--- src/rtl/semaforo_pkg.sv ---
// Shared definitions for the traffic-light controller and its lamp driver:
// vehicle code constants, driver state encoding and small decode helpers.
package semaforo_pkg;

  // Vehicle codes produced by the controller, one per direction.
  localparam logic [1:0] VERDE    = 2'd0;
  localparam logic [1:0] AMARELO  = 2'd1;
  localparam logic [1:0] VERMELHO = 2'd2;
  localparam logic [1:0] INVALIDO = 2'd3;

  // Saturation value of the 4-bit conflict counter.
  localparam logic [3:0] CONF_CNT_MAX = 4'd15;

  // Driver state: FAULT is a latched flashing-yellow fail-safe.
  typedef enum logic {
    NORMAL = 1'b0,
    FAULT  = 1'b1
  } drv_state_e;

  // One direction's vehicle lamps.
  typedef struct packed {
    logic grn;
    logic yel;
    logic red;
  } veh_lamp_t;

  // One crossing's pedestrian lamps.
  typedef struct packed {
    logic walk;
    logic stop;
  } ped_lamp_t;

  // Unsafe or invalid input combination.
  function automatic logic is_conflict(input logic [1:0] c1, input logic [1:0] c2,
                                       input logic p1, input logic p2);
    return ((c1 != VERMELHO) && (c2 != VERMELHO)) ||
           (c1 == INVALIDO) || (c2 == INVALIDO) ||
           (p1 && p2);
  endfunction

  // One-hot vehicle decode; an invalid code shows red.
  function automatic veh_lamp_t decode_vehicle(input logic [1:0] code);
    veh_lamp_t l;
    case (code)
      VERDE:    l = '{grn: 1'b1, yel: 1'b0, red: 1'b0};
      AMARELO:  l = '{grn: 1'b0, yel: 1'b1, red: 1'b0};
      VERMELHO: l = '{grn: 1'b0, yel: 1'b0, red: 1'b1};
      default:  l = '{grn: 1'b0, yel: 1'b0, red: 1'b1};
    endcase
    return l;
  endfunction

  // Pedestrian decode: walk on green, blinking walk on yellow, stop otherwise.
  function automatic ped_lamp_t decode_ped(input logic p, input logic [1:0] code,
                                           input logic blink);
    ped_lamp_t l;
    if (p && (code == VERDE)) begin
      l = '{walk: 1'b1, stop: 1'b0};
    end else if (p && (code == AMARELO)) begin
      l = '{walk: blink, stop: 1'b0};
    end else begin
      l = '{walk: 1'b0, stop: 1'b1};
    end
    return l;
  endfunction

endpackage

--- src/rtl/semaforo_driver_pisca.sv ---
// Blink generator: square wave of period 2*BLINK_DIV clocks. The output is
// the blink value that applies at the coming clock edge, so a restart shows
// a lit lamp on the very edge it is requested.
module pisca #(
  parameter int unsigned BLINK_DIV = 2
) (
  input  logic clk,
  input  logic rst_n,
  input  logic restart,
  output logic blink
);

  localparam logic [3:0] LAST = 4'(BLINK_DIV - 1);

  logic [3:0] cnt_q, cnt_d;
  logic       blink_q, blink_d;

  // Next-state: restart forces a lit phase, otherwise count and toggle on wrap.
  always_comb begin
    cnt_d   = cnt_q;
    blink_d = blink_q;
    if (restart) begin
      cnt_d   = 4'd0;
      blink_d = 1'b1;
    end else if (cnt_q == LAST) begin
      cnt_d   = 4'd0;
      blink_d = ~blink_q;
    end else begin
      cnt_d   = cnt_q + 4'd1;
      blink_d = blink_q;
    end
  end

  // Counter and blink registers; reset starts lit.
  always_ff @(posedge clk or negedge rst_n) begin
    if (!rst_n) begin
      cnt_q   <= 4'd0;
      blink_q <= 1'b1;
    end else begin
      cnt_q   <= cnt_d;
      blink_q <= blink_d;
    end
  end

  assign blink = blink_d;

endmodule

--- src/rtl/semaforo_driver.sv ---
// Lamp driver downstream of the traffic-light controller: registers the
// controller codes into one-hot lamps, blinks the walk lamp on yellow and
// latches a flashing-yellow fail-safe after a sustained input conflict.
module semaforo_driver
  import semaforo_pkg::*;
#(
  parameter int unsigned BLINK_DIV       = 2,
  parameter int unsigned CONFLICT_CYCLES = 2
) (
  input  logic       clk,
  input  logic       rst_n,
  input  logic [1:0] c1,
  input  logic [1:0] c2,
  input  logic       p1,
  input  logic       p2,
  output logic       v1_grn,
  output logic       v1_yel,
  output logic       v1_red,
  output logic       v2_grn,
  output logic       v2_yel,
  output logic       v2_red,
  output logic       p1_walk,
  output logic       p1_stop,
  output logic       p2_walk,
  output logic       p2_stop,
  output logic       fault
);

  localparam logic [3:0] CONFLICT_N = 4'(CONFLICT_CYCLES);

  drv_state_e state_q, state_d;
  logic [3:0] conf_cnt_q, conf_cnt_d;
  logic [1:0] c1_prev_q, c1_prev_d;
  logic [1:0] c2_prev_q, c2_prev_d;
  veh_lamp_t  v1_q, v1_d, v2_q, v2_d;
  ped_lamp_t  ped1_q, ped1_d, ped2_q, ped2_d;
  logic       fault_q, fault_d;

  logic conflict;
  logic fault_entry;
  logic yellow_start;
  logic restart;
  logic blink;

  // Conflict filter, state transition and blink-restart requests.
  always_comb begin
    conflict = is_conflict(c1, c2, p1, p2);
    if (conflict) begin
      if (conf_cnt_q == CONF_CNT_MAX) begin
        conf_cnt_d = CONF_CNT_MAX;
      end else begin
        conf_cnt_d = conf_cnt_q + 4'd1;
      end
    end else begin
      conf_cnt_d = 4'd0;
    end

    fault_entry = 1'b0;
    case (state_q)
      NORMAL: begin
        if (conflict && (conf_cnt_d == CONFLICT_N)) begin
          state_d     = FAULT;
          fault_entry = 1'b1;
        end else begin
          state_d = NORMAL;
        end
      end
      FAULT:   state_d = FAULT;
      default: state_d = FAULT;
    endcase

    c1_prev_d    = c1;
    c2_prev_d    = c2;
    yellow_start = ((c1 == AMARELO) && (c1_prev_q != AMARELO)) ||
                   ((c2 == AMARELO) && (c2_prev_q != AMARELO));
    restart      = fault_entry || yellow_start;
  end

  pisca #(
    .BLINK_DIV(BLINK_DIV)
  ) u_pisca (
    .clk    (clk),
    .rst_n  (rst_n),
    .restart(restart),
    .blink  (blink)
  );

  // Lamp decode for the state being entered, so lamps change with the state.
  always_comb begin
    if (state_d == FAULT) begin
      v1_d    = '{grn: 1'b0, yel: blink, red: 1'b0};
      v2_d    = '{grn: 1'b0, yel: blink, red: 1'b0};
      ped1_d  = '{walk: 1'b0, stop: 1'b0};
      ped2_d  = '{walk: 1'b0, stop: 1'b0};
      fault_d = 1'b1;
    end else begin
      v1_d    = decode_vehicle(c1);
      v2_d    = decode_vehicle(c2);
      ped1_d  = decode_ped(p1, c1, blink);
      ped2_d  = decode_ped(p2, c2, blink);
      fault_d = 1'b0;
    end
  end

  // State, conflict counter, previous codes and registered lamp outputs.
  always_ff @(posedge clk or negedge rst_n) begin
    if (!rst_n) begin
      state_q    <= NORMAL;
      conf_cnt_q <= 4'd0;
      c1_prev_q  <= VERMELHO;
      c2_prev_q  <= VERMELHO;
      v1_q       <= 3'b001;
      v2_q       <= 3'b001;
      ped1_q     <= 2'b01;
      ped2_q     <= 2'b01;
      fault_q    <= 1'b0;
    end else begin
      state_q    <= state_d;
      conf_cnt_q <= conf_cnt_d;
      c1_prev_q  <= c1_prev_d;
      c2_prev_q  <= c2_prev_d;
      v1_q       <= v1_d;
      v2_q       <= v2_d;
      ped1_q     <= ped1_d;
      ped2_q     <= ped2_d;
      fault_q    <= fault_d;
    end
  end

  assign v1_grn  = v1_q.grn;
  assign v1_yel  = v1_q.yel;
  assign v1_red  = v1_q.red;
  assign v2_grn  = v2_q.grn;
  assign v2_yel  = v2_q.yel;
  assign v2_red  = v2_q.red;
  assign p1_walk = ped1_q.walk;
  assign p1_stop = ped1_q.stop;
  assign p2_walk = ped2_q.walk;
  assign p2_stop = ped2_q.stop;
  assign fault   = fault_q;

endmodule

--- config.mk ---
export PLATFORM = sky130hd
export DESIGN_NAME = semaforo_driver
export DESIGN_NICKNAME = d
export VERILOG_FILES = /design/src/rtl/semaforo_pkg.sv /design/src/rtl/semaforo_driver_pisca.sv /design/src/rtl/semaforo_driver.sv
export SDC_FILE = /design/constraint.sdc
export NUM_CORES = 1
export LEC_CHECK = 0
export ABC_AREA = 1
export BUFFER_PORTS_ARGS = -buffer_cell sky130_fd_sc_hd__clkbuf_2
export CAP_MARGIN = 20
export CORE_MARGIN = 3
export CORE_UTILIZATION = 57
export CTS_CLUSTER_SIZE = 12
export DETAILED_ROUTE_END_ITERATION = 10
export PLACE_DENSITY = 0.82
export SLEW_MARGIN = 25
export SYNTH_ARGS = -nofsm -noshare
export SYNTH_HDL_FRONTEND = slang
export SYNTH_SLANG_ARGS = --single-unit
--- constraint.sdc ---
create_clock -name clk -period 3.9 [get_ports clk]
set_input_delay 0.39 -clock clk [delete_from_list [all_inputs] [get_ports clk]]
set_output_delay 0.39 -clock clk [all_outputs]
set_load 0.1 [all_outputs]
# Word level (Yosys, flattened, before mapping)
# Index checks and enable logic that the tools add are counted.
dict set report classes {
  addsub 2
  eq_ne 11
  n_mux 20
  n_bitwise 2
  n_reduce_logical 16
}
# cell count
set op_table {}
lappend op_table {{$mux 4} 4}
lappend op_table {{$mux 2} 6}
lappend op_table {{$pmux 3 s2} 2}
lappend op_table {{$logic_and 1x1->1} 9}
lappend op_table {{$add 4x1->4 const B} 2}
lappend op_table {{$mux 3} 2}
lappend op_table {{$logic_or 1x1->1} 5}
lappend op_table {{$mux 1} 5}
lappend op_table {{$eq 2x1->1 const B} 2}
lappend op_table {{$eq 2x2->1 const B} 2}
lappend op_table {{$eq 4x1->1 const B} 1}
lappend op_table {{$eq 4x2->1 const B} 1}
lappend op_table {{$eq 4x4->1 const B} 1}
lappend op_table {{$logic_not 2->1} 2}
lappend op_table {{$ne 2x1->1 const B} 2}
lappend op_table {{$ne 2x2->1 const B} 2}
lappend op_table {{$not 1->1} 2}
lappend op_table {{$pmux 1 s2} 1}
dict set report word_totals {
  ff_bits 25
  out_inout_bits 11
  word_cells 68
}

# Depth between registers and ports, before layout
# Gate-level depths: netlist (run 1).
dict set report logic_depth {
  ltp_word 15
  mapped_depth 12
}

# By module
# A second synthesis (run 1) with hierarchy kept.
dict set report hier_totals {
  hier_cells 114
  area_unflattened_um2 1078.5
}
# module n_inst cells_per_inst area_per_inst_um2
set by_module_without_submodules {}
lappend by_module_without_submodules {semaforo_driver 1 88 834.6}
lappend by_module_without_submodules {pisca 1 26 244.0}

# Worst setup path after synthesis (run 1)
# OpenSTA, ideal clock, no wires.
dict set report synth_path {
  path_kind {register -> register}
  start {register, netlist name fault}
  end {register v1_q (netlist bit v1_yel)}
  t_arrival_ns 1.442
  slack_ns 2.341
  stages_incl_launch_ff 6
  n_path_buf 0
  period_less_slack_ns 1.559
  cell_sequence {dfrtp_1 inv_1 nand3_2 nand3_1 nand2_2 nand2_1}
}
# item line_no
set synth_rtl {}
lappend synth_rtl {{end signal, assigned} semaforo_driver.sv:122} ;# v1_q <= v1_d;
lappend synth_rtl {{end, declared} semaforo_driver.sv:35} ;# veh_lamp_t v1_q, v1_d, v2_q, v2_d;

==> out/results.ini, run 1 <==
[status]
status=completed

[synth]
yosysTopAreaCellShare_pct=41.36
synth.largest_area_cell=dfrtp_1
synthCells=107
ys_warn_count=0
ys_seq_area_share_pct=59.25
avgSynthCellArea_um2=9.612
synth_area_leaders=dfrtp_1 41%, dfstp_2 18%, nand2_1 7.7%
yosysUniqueCellTypes=21
syn-num-nets=118
synth.cell_area_mm2=0.001028
ys_seq_elements=24

[power]
p_int_w=0.0004024
clkPwrFrac_pct=16.2
p_sw_w=0.0002676
power_w=0.0006700
sw_frac_of_total_pct=39.94
power_per_cell_area_mw_per_mm2=575.8
seq_power_share_pct=49.2
peakVddDrop_v=0.0003767
combPwrFrac_pct=34.6
leakage_nw=0.6336

[timing]
setup_violations=0
fin_crit_ps=1726
tns_ps=0
holdWs_ps=36.77
post-route-period-util_pct=44.27
max_freq_mhz=579.2
tightest_slew_ps=553.3
fin_skew_ps=12.75
hold_violations=0
rsz0062_at_grt=no
maxSlewViolCount=0
slew_headroom_pct=63.11

[setup_path]
cp.required_ps=4120
cp_slowest_cell=dfrtp_1
cp_common_cell=nand2_2
worst-path-buf-inv=1
end_kind=flop
cp_max_fo=11
start_kind=flop
worst-setup-path-type=flop to flop
cp_cell_sequence=ha_1 > or2_1 > nand2_2 > nand2_2 > nor2_4 > nand2_1 > nand2_2 > inv_1 > nand3_1 > nand2_1
cp.arrival_ps=1940
worst_path_largest_cell_delay_ps=450
critPathTopFamily=simple AND/OR/NAND/NOR gates

[floorplan]
die_w_um=48.48
die_h_um=48.48
fp-row-count=14
initial_core_util_pct=64.52
fp.dieArea_mm2=0.002350
core_mm2=0.001594
io_pins=19

[detailed_routing]
ant_nets=0
drc=0
vias=777
wl_per_cell_um=11.65
drtIter0Drc=13
first_pass_iters=4
viasPerCell=5.112
wl_um=1771

[clock_tree]
clk_latency_ps=310
cts_root_buf=clkbuf_4
cts.sinks=24
cts_tree=yes
cts_buffers=3
cts_hold_buf=0
cts_setup_buffers=0
cts_max_level=1
cts_max_path_buffers=2
clkTransAtPathRegs_ps=130
post_cts_resized=0

[worst_hold_path]
min_path_type=input pin to async pin

[finish]
antenna_cells=0
instances_no_fill=152
final_cell_mix=21 x nand2_1, 18 x clkbuf_2, 17 x dfrtp_1
drive_above_1_share_pct=27.34
final_area_mm2=0.001164
nFillCells=125
layout_commonest_cell=nand2_1
area_delta_synth_final_pct=13.14
nNetsFinal=140

[placed_design]
port_buffers=18
hpwl_um=1352
place_area_mm2=0.001137
routabilityCongestion=0.7827
place_inst=148

[run]
cap_violations=0

[global_routing]
grt_max_degree=25
grt_usage_pct=17.34
antenna_found_initial=0
overflow=0
grt_pass1_vias=799
grt_pass1_wl_um=3153

sequential cells by signal, indices dropped and copies added, names as in the netlist, 2 cells and up:
| register | cells |
|---|---|
| conf_cnt_q | 4 |
| c1_prev_q | 2 |
| c2_prev_q | 2 |
| u_pisca.cnt_q | 4 |
kinds of logic (layout without fill, tap and decap cells):
family,Yosys count,after routing,share of synthesized area (%)
simple gates,52,52,23.48
fa+ha+maj,3,3,3.650
xor+xnor,3,3,2.555
compound gates,6,6,3.405
buf+inv,19,40,7.664
flops,24,24,59.25
cells in the mapped netlist:
master and count:
nor2_1 11, nor3_1 2, dfrtp_1 17, nand2_1 21
or2_1 1, o21ai_0 1, o211ai_1 2, nand3_2 1
nand2_2 4, xor2_1 2, a21oi_1 3, buf_6 1
xnor2_1 1, nor2_4 1, nand3_1 8, ha_1 3
inv_2 1, nand4_1 3, dfstp_2 7, inv_1 16
clkinv_1 1
routing by layer:
layer | share of wire (%) | wire length, um | GRT usage (%)
met1 | 40 | 717 | 19.18
met2 | 52 | 913 | 30.05
met3 | 5.6 | 99 | 4.601
met4 | 2.3 | 40 | 9.953
met5 | 0 | 0 | 0
per-stage QoR:
stage	worst slack [ps]	util (%)
after floorplan	2341	-
after global placement	2276	71.35
after detailed placement	2173	71.35
after CTS	2165	73.00
after global routing	2016	73.00
final	2174	73.00
worst reg2reg max path: stages, from the launching register on:
cell and delay [ps]:
dfrtp_1 450, ha_1 240, or2_1 220, nand2_2 80, nand2_2 70, nor2_4 120, nand2_1 70, nand2_2 180
inv_1 80, nand3_1 70, nand2_1 60
area by class of cell:
class / count / area, um2 / share of cell area [%]
Clock buffer: 4 / 26.28 / 2.258
Inverter: 18 / 67.56 / 5.806
Multi-Input combinational cell: 64 / 340.3 / 29.25
Sequential cell: 24 / 609.3 / 52.37
Tap cell: 24 / 30.03 / 2.581
Timing Repair Buffer: 18 / 90.09 / 7.742
path summary, 6_finish.rpt:
check	from	to	slack [ps]	depth (start not counted)
worst max-delay path	conf_cnt_q[0]	v2_yel	2170	10
worst min-delay path	rst_n	p1_walk	40	1
worst max register to register	conf_cnt_q[0]	v2_yel	2170	10
worst min register to register	u_pisca.cnt_q[0]	u_pisca.cnt_q[0]	510	1
max in group asynchronous	rst_n	p1_stop	3480	1
min in group clk	c2[1]	c2_prev_q[1]	180	1
power by group through the flow:
| stage | clock, W | sequential, W | combinational (W) |
|---|---|---|---|
| 4_1_cts | 0.000111 | 0.000329 | 0.000234 |
| 3_5_place_dp | 0 | 0.000333 | 0.000232 |
| 5_1_grt | 0.000123 | 0.000335 | 0.000261 |
| 3_3_place_gp | 0 | 0.000330 | 0.000219 |
| 2_1_floorplan | 0 | 0.000385 | 0.000127 |
| 6_report | 0.000108 | 0.000330 | 0.000232 |
Note: power is estimated with default switching activity, not from simulation.
==> run 2: changes to the inputs <==
- CORE_UTILIZATION: 57 -> 52
- PLACE_DENSITY: 0.82 -> 0.75
- clock period: 3.9 -> 1.6 ns (I/O delays scaled with it)
==> run 2 against run 1 <==
Effect of this change: global-route usage grew 0.066 points; worst hold slack worse by 23 ps; first-iteration DRC count is 46% lower; utilization decreased by 2.2 points; combinational power rose to 2.8 times the previous value; non-clock buffer count rose by 8; critical path type unchanged; critical path depth is 1 lower; clock skew decreased by 5.1 ps; power rose to 2.6 times the previous value; register-to-register slack got worse by 2100 ps.
==> out/results.ini, run 2 (synthesis gave the netlist of run 1 again) <==
[clock_tree]
cts_buffers=3
clkTransAtPathRegs_ps=130
cts_tree=yes
cts_max_path_buffers=2
cts_max_level=1
clk_latency_ps=310
cts.sinks=24
cts_root_buf=clkbuf_4

[timing]
holdWs_ps=13.72
setup_violations=0
slew_headroom_pct=62.32
fin_crit_ps=1528
tightest_slew_ps=565.2
fin_skew_ps=7.609
hold_violations=0
max_freq_mhz=654.5
maxSlewViolCount=0
post-route-period-util_pct=95.49

[placed_design]
routabilityCongestion=0.8110
place_inst=152
hpwl_um=1406
port_buffers=18

[floorplan]
core_mm2=0.001802
fp.dieArea_mm2=0.002548
die_h_um=50.48
initial_core_util_pct=57.08
die_w_um=50.48
fp-row-count=15
io_pins=19

[power]
power_per_cell_area_mw_per_mm2=1376
peakVddDrop_v=0.0008769
power_w=0.001754
leakage_nw=0.6799

[detailed_routing]
drc=0
wl_um=1921
first_pass_iters=3
viasPerCell=4.907
vias=790
wl_per_cell_um=11.93
drtIter0Drc=7
ant_nets=0

[setup_path]
ff2ff_setup_slack_ps=70
cp.required_ps=1820
cp.arrival_ps=1750
ff2ff_path_depth=9
cp_max_fo=7
start_kind=flop
worst-setup-path-type=flop to flop
end_kind=flop

[global_routing]
grt_usage_pct=17.41
overflow=0
antenna_found_initial=0
grt_max_degree=25
grt_pass1_vias=833
grt_pass1_wl_um=3312

[finish]
antenna_cells=0
drive_above_1_share_pct=36.03
layout_commonest_cell=nand2_1
reg.largest.list=conf_cnt_q x4, u_pisca.cnt_q x4
nNetsFinal=148
instances_no_fill=161
final_cell_mix=19 x nand2_1, 18 x clkbuf_2, 17 x dfrtp_1
area_delta_synth_final_pct=23.97
nFillCells=144

[status]
status=completed

[worst_hold_path]
min_path_type=input pin to flop
hold_depth=2

[run]
cap_violations=0

-- run 2: changes by cell type in the layout (fill, tap and decap cells not counted), moves of 2 or more --
cell | before | now
nor3_2 | 0 | 2
nand2_1 | 21 | 19
nor3_1 | 2 | 0
buf_4 | 0 | 5
dlygate4sd3_1 | 0 | 3
-- run 2: power breakdown --
part / switching [W] / internal [W]
Combinational: 0.000436 / 0.000208
Sequential: 0.0000743 / 0.000722
Clock: 0.000174 / 0.000139
Total: 0.000684 / 0.00107
-- run 2: area by class of cell --
cell class | instances | area, um2 | share of cell area, %
Tap cell | 25 | 31.28 | 2.453
Inverter | 18 | 70.07 | 5.496
Multi-Input combinational cell | 64 | 370.4 | 29.05
Clock buffer | 4 | 36.28 | 2.846
Sequential cell | 24 | 609.3 | 47.79
Timing Repair Buffer | 26 | 157.7 | 12.37
-- run 2: path summary, 6_finish.rpt --
| check | start | endpoint |
|---|---|---|
| setup / recovery | conf_cnt_q[1] | v2_grn |
| hold / removal | p1 | p1_stop |
| setup reg to reg | conf_cnt_q[1] | v2_grn |
| hold reg to reg | u_pisca.cnt_q[0] | u_pisca.cnt_q[0] |
| max in group asynchronous | rst_n | c2_prev_q[1] |
| min in group asynchronous | rst_n | conf_cnt_q[1] |
-- run 2: through the flow --
| stage | utilization, % | TNS [ps] | setup slack, ps | area, um2 |
|---|---|---|---|---|
| floorplan | - | 0 | 41.02 | 1028 |
| global placement | 64.44 | 0 | 90.16 | 1161 |
| detailed placement | 64.44 | 0 | 35.53 | 1161 |
| CTS | 68.13 | 0 | 4.188 | 1227 |
| global route | 70.76 | -102.3 | -21.52 | 1275 |
| finish | 70.76 | 0 | 72.22 | 1275 |
-- run 2: what timing repair did --
action	in CTS	in global routing
setup endpoints to repair	0	13
buffers inserted	0	2
endpoints found under the hold margin	19	0
hold buffers	3	0
resized for setup	0	10
-- run 2: critical path: stages, from the launching register on --
cell and delay, ps:
dfrtp_1 410, ha_2 200, or2_1 230, nand2_2 80, nand2_2 60, nor2_4 100, nand2_2 70, nand2_4 110
buf_4 140, nor3_2 40
-- run 2: metal layers --
layer  global-route usage (%)  vias to the layer above  part of all wire (%)
met3                    4.451                        5                   3.9
met5                        0                        -                     0
met4                    6.726                        0                   1.5
met1                    19.92                      378                    42
li1                         -                      391                     -
met2                    30.87                       16                    52
